--- config.mk ---
export PLATFORM = sky130hd
export DESIGN_NAME = handshake_fifo
export DESIGN_NICKNAME = d
export VERILOG_FILES = /design/src/rtl/handshake_pkg.sv /design/src/rtl/handshake_fifo_mem.sv /design/src/rtl/handshake_fifo.sv
export SDC_FILE = /design/constraint.sdc
export NUM_CORES = 1
export LEC_CHECK = 0
export ABC_AREA = 0
export ABC_CLOCK_PERIOD_IN_PS = 4700
export BUFFER_PORTS_ARGS = -buffer_cell sky130_fd_sc_hd__clkbuf_2
export CORE_MARGIN = 8
export CORE_UTILIZATION = 35
export DETAILED_ROUTE_END_ITERATION = 7
export GPL_TIMING_DRIVEN = 0
export PLACE_DENSITY_LB_ADDON = 0.25
export REMOVE_ABC_BUFFERS = 1
export SETUP_SLACK_MARGIN = 0.02
export SLEW_MARGIN = 20
export SYNTH_ARGS = -nofsm -noshare
export SYNTH_HDL_FRONTEND = slang
export SYNTH_SLANG_ARGS = --single-unit
--- constraint.sdc ---
create_clock -name clk -period 4.7 [get_ports clk]
set_input_delay 0.94 -clock clk [delete_from_list [all_inputs] [get_ports clk]]
set_output_delay 0.94 -clock clk [all_outputs]
set_load 0.005 [all_outputs]
--- src/rtl/handshake_pkg.sv ---
// Shared constants and width helpers for the handshake node family.
package handshake_pkg;

    localparam int DATA_WIDTH = 32;

    function automatic int ptr_width(input int depth);
        return $clog2(depth);
    endfunction

    function automatic int cnt_width(input int depth);
        return $clog2(depth) + 1;
    endfunction

endpackage

--- src/rtl/handshake_fifo_mem.sv ---
// DEPTH x WIDTH register array: one write port, asynchronous read, cleared on reset.
module handshake_fifo_mem
    import handshake_pkg::*;
#(
    parameter int WIDTH = DATA_WIDTH,
    parameter int DEPTH = 4,
    parameter int AW    = 2
) (
    input  logic             clk,
    input  logic             rst_n,
    input  logic             we,
    input  logic [AW-1:0]    waddr,
    input  logic [WIDTH-1:0] wdata,
    input  logic [AW-1:0]    raddr,
    output logic [WIDTH-1:0] rdata
);

    logic [WIDTH-1:0] mem_q [DEPTH];
    logic [WIDTH-1:0] mem_d [DEPTH];

    always_comb begin
        mem_d = mem_q;
        if (we) begin
            mem_d[waddr] = wdata;
        end
    end

    // NOTE: every entry is reset so data_out reads 0 after reset, not stale beats.
    always_ff @(posedge clk or negedge rst_n) begin
        if (!rst_n) begin
            for (int i = 0; i < DEPTH; i++) begin
                mem_q[i] <= '0;
            end
        end else begin
            mem_q <= mem_d;
        end
    end

    assign rdata = mem_q[raddr];

endmodule

--- src/rtl/handshake_fifo.sv ---
// Valid/ready FIFO; all outputs decode from registered state, so no input-to-output path.
module handshake_fifo
    import handshake_pkg::*;
#(
    parameter int WIDTH = DATA_WIDTH,
    parameter int DEPTH = 4
) (
    input  logic                   clk,
    input  logic                   rst_n,
    input  logic [WIDTH-1:0]       data_in,
    input  logic                   up_valid_in,
    output logic                   up_ready_out,
    output logic [WIDTH-1:0]       data_out,
    output logic                   dn_valid_out,
    input  logic                   dn_ready_in,
    output logic [$clog2(DEPTH):0] count_out
);

    localparam int PTR_W = ptr_width(DEPTH);
    localparam int CNT_W = cnt_width(DEPTH);
    localparam logic [CNT_W-1:0] FULL_CNT = CNT_W'(DEPTH);

    logic [PTR_W-1:0] wr_ptr_q, wr_ptr_d;
    logic [PTR_W-1:0] rd_ptr_q, rd_ptr_d;
    logic [CNT_W-1:0] count_q,  count_d;
    logic             push, pop;

    assign up_ready_out = (count_q != FULL_CNT);
    assign dn_valid_out = (count_q != '0);
    assign count_out    = count_q;

    assign push = up_valid_in & up_ready_out;
    assign pop  = dn_valid_out & dn_ready_in;

    // NOTE: defaults first so no path through this block can infer a latch.
    always_comb begin
        wr_ptr_d = wr_ptr_q;
        rd_ptr_d = rd_ptr_q;
        count_d  = count_q;
        if (push) begin
            wr_ptr_d = wr_ptr_q + PTR_W'(1);
        end
        if (pop) begin
            rd_ptr_d = rd_ptr_q + PTR_W'(1);
        end
        case ({push, pop})
            2'b10:   count_d = count_q + CNT_W'(1);
            2'b01:   count_d = count_q - CNT_W'(1);
            default: count_d = count_q;
        endcase
    end

    // NOTE: non-blocking assignments keep all state updates simultaneous at the edge.
    always_ff @(posedge clk or negedge rst_n) begin
        if (!rst_n) begin
            wr_ptr_q <= '0;
            rd_ptr_q <= '0;
            count_q  <= '0;
        end else begin
            wr_ptr_q <= wr_ptr_d;
            rd_ptr_q <= rd_ptr_d;
            count_q  <= count_d;
        end
    end

    handshake_fifo_mem #(
        .WIDTH (WIDTH),
        .DEPTH (DEPTH),
        .AW    (PTR_W)
    ) u_mem (
        .clk   (clk),
        .rst_n (rst_n),
        .we    (push),
        .waddr (wr_ptr_q),
        .wdata (data_in),
        .raddr (rd_ptr_q),
        .rdata (data_out)
    );

endmodule

==> impl_metrics.py <==
metrics = {
    "status": {
        "outcome": "complete, no violations",
    },
    "cts": {
        "post_cts_hold_buffer_count": 0,
        "post-cts-setup-buffer-count": 0,
        "cts_sinks": 135,
        "clock_tree_from_tritoncts": "done",
        "htreeDepth": 4,
        "cts_buffers": 17,
        "cts_root_buf": "clkbuf_16",
        "cts_resized": 0,
        "clk_path_buf_depth": 2,
        "insertion_delay_ps": 410,
        "clk_transition_reported_paths_ps": 60,
    },
    "floorplanning": {
        "core_ar_um2": 18600,
        "floorplan.rows": 50,
        "ios": 73,
        "chipWidth_um": 153,
        "die_h_um": 153,
        "floorplan.die_area_um2": 23400,
        "start_util": 0.354,
    },
    "finish": {
        "layout.cell_area.non_filler_um2": 7590,
        "drive_gt1_frac": 0.636,
        "utilization": 0.409,
        "finish.net_count": 460,
        "area_growth_syn_to_layout_pct": 15.4,
        "antenna_cells_inserted": 0,
        "filler_cell_count": 1694,
    },
    "synth": {
        "ys_warn_count": 0,
        "synth_top_family_by_area": "multiplexers",
        "ys_types": 20,
        "yosysSeqAreaShare": 0.514,
        "synth_simple_gate_area_frac": 0.0110,
        "synth_area_um2": 6580,
        "post_synth_mux_area_share": 0.400,
        "postSynthAreaPerCell_um2": 18.9,
        "synthCells": 349,
        "synth_compound_area_frac": 0.00152,
        "synth-adder-area-share": 0.0126,
        "synth_seq_cells": 135,
        "synthXorXnorAreaFrac": 0.00799,
    },
    "sta": {
        "whs_ps": 503,
        "worst_slew_pin_slew_ps": 773,
        "finalHoldViolCount": 0,
        "setup_viol": 0,
        "grt_setup_unrepaired": "no",
        "clock-skew-final_ps": 7.84,
        "timing.fmax_mhz": 346,
        "drv_slew": 0,
        "timing.max_slew.rel_slack": 0.485,
        "fin_tns_setup_ps": 0,
        "final_period_demand_of_the_worst_path_ps": 2890,
        "period_share": 0.615,
    },
    "route": {
        "route.detailed.drc": 0,
        "ant_nets": 0,
        "wl_um": 13400,
        "drt_first_iter_violations": 165,
        "vias_per_cell": 4.87,
        "drt-pass1-iter-count": 4,
        "vias": 3231,
        "routedWlPerCell_um": 20.3,
    },
    "critical_path": {
        "crit_arrival_ps": 1950,
        "reg2reg_slack_ps": 2480,
        "max_stage_delay_ps": 570,
        "crit_fanout": 27,
        "cpLargestDelayFamily": "multiplexers",
        "cp_data_required_time_ps": 3760,
        "slowest_stage_cell_on_the_critical_path": "mux4_2",
        "worstPathCellList": "buf_16 -> mux4_2 -> clkbuf_2",
        "path_class": "reg -> out",
        "cp-start-kind": "flip-flop",
        "cp-end-kind": "primary output",
        "cp_num_buf_inv": 2,
    },
    "grt": {
        "grt_start_max_net_pins": 72,
        "grt_overflow": 0,
        "grt_first_pass_wirelength_um": 22300,
        "number_of_antenna_violations_at_the_first_check_in_global_routing": 0,
        "grtUsageTotal": 0.122,
        "grt_pass1_vias": 3790,
    },
    "placement": {
        "dpl.hpwl_um": 8000,
        "placement.cell_area_um2": 7000,
        "finalWeightedCongestion": 0.679,
        "port_buffers": 72,
    },
    "power_and_ir_drop": {
        "report.power.total_mw": 6.05,
        "vdd_drop_max_mv": 0.437,
        "cellLeakagePower_nw": 3.44,
        "power_density_nw_per_um2": 796,
    },
    "job": {
        "max_cap_violations": 0,
    },
    "worst_hold_path": {
        "timing.hold.worst.class": "in -> async",
    },
}
[flip-flops by register name (all words and copies together) (netlist names)]
signal and cells:
wr_ptr_q 2, rd_ptr_q 2, u_mem.mem_q 128, count_out 3
[cell type report]
type / count / area (um2) / share of cell area
clock buffer: 21 / 470 / 0.0620
clock inverter: 9 / 125 / 0.0165
inverter: 5 / 18.8 / 0.00247
multi-input combinational: 184 / 2850 / 0.376
sequential: 135 / 3380 / 0.446
tap: 234 / 293 / 0.0386
timing repair buffer: 75 / 452 / 0.0595
[path summary, 6_finish.rpt]
check                                              end                         from  cells past startpoint
setup / recovery                          data_out[10]      rd_ptr_q[0]$_DFFE_PN0P_                      3
hold / removal             u_mem.mem_q[67]$_DFFE_PN0P_                        rst_n                      1
setup reg to reg              count_out[2]$_DFFE_PN0P_     count_out[0]$_DFFE_PN0P_                      8
hold reg to reg            u_mem.mem_q[62]$_DFFE_PN0P_  u_mem.mem_q[62]$_DFFE_PN0P_                      1
max in group asynchronous  u_mem.mem_q[92]$_DFFE_PN0P_                        rst_n                      2
min in group clk           u_mem.mem_q[62]$_DFFE_PN0P_  u_mem.mem_q[62]$_DFFE_PN0P_                      1
[power breakdown]
| group | leakage [nW] | switching (mW) | internal [mW] |
|---|---|---|---|
| Sequential | 1.60 | 0.403 | 1.77 |
| Clock | 0.291 | 0.489 | 0.866 |
| Combinational | 1.55 | 0.850 | 1.66 |
| Total | 3.44 | 1.74 | 4.30 |
[cells by family after synthesis]
group                      count (synthesis)
muxes                                    162
xor gates and xnor gates                   6
buffers and inverters                     30
DFF                                      135
and+or+nand+nor                            9
AOI/OAI and AO/OA                          1
adders and majority gates                  6
[metrics by stage]
| stage | instances | worst slack, ps |
|---|---|---|
| detailed placement | 633 | 2200 |
| floorplan | 324 | 1680 |
| global route | 663 | 1710 |
| global placement | 630 | 635 |
| CTS | 663 | 1740 |
| finish | 663 | 1810 |
[metal layers]
metal  share of wire  global-route usage  wire length, um  vias to the layer above
met3           0.048              0.0462              650                       13
met2            0.46               0.182             6160                       66
met4           0.011              0.0368              152                        0
met5               0                   0                0                        -
li1                -                   -                -                     1413
met1            0.48               0.163             6480                     1739
[Yosys cell counts]
library cell	number	area, um2
buf_2	3	15.0
buf_12	12	240
nor2_1	1	3.75
dfrtp_1	135	3380
or3b_1	1	8.76
and3_4	4	45.0
ha_1	5	62.6
xor2_1	3	26.3
mux4_2	32	721
mux2i_1	1	10.0
inv_1	5	18.8
mux2_4	120	1800
xnor2_1	3	26.3
clkbuf_1	5	18.8
nand2_1	2	7.51
mux2_2	9	101
fa_1	1	20.0
buf_6	5	56.3
o31a_2	1	10.0
or3_2	1	7.51
[cell usage in the layout (no fill, tap or decap)]
cell type	instances
nand2_1	2
o31a_2	1
xnor2_1	3
buf_16	3
inv_1	5
clkinvlp_4	2
clkinv_2	4
and3_4	4
clkbuf_2	71
clkbuf_16	17
mux2_2	9
xor2_1	3
clkbuf_1	1
or3_2	1
bufinv_16	3
dfrtp_4	1
mux4_2	32
mux2i_1	1
clkbuf_8	4
fa_1	1
dfrtp_2	1
ha_1	5
dfrtp_1	133
nor2_1	1
mux2_4	120
or3b_1	1
Note: power is estimated with default switching activity, not from simulation.
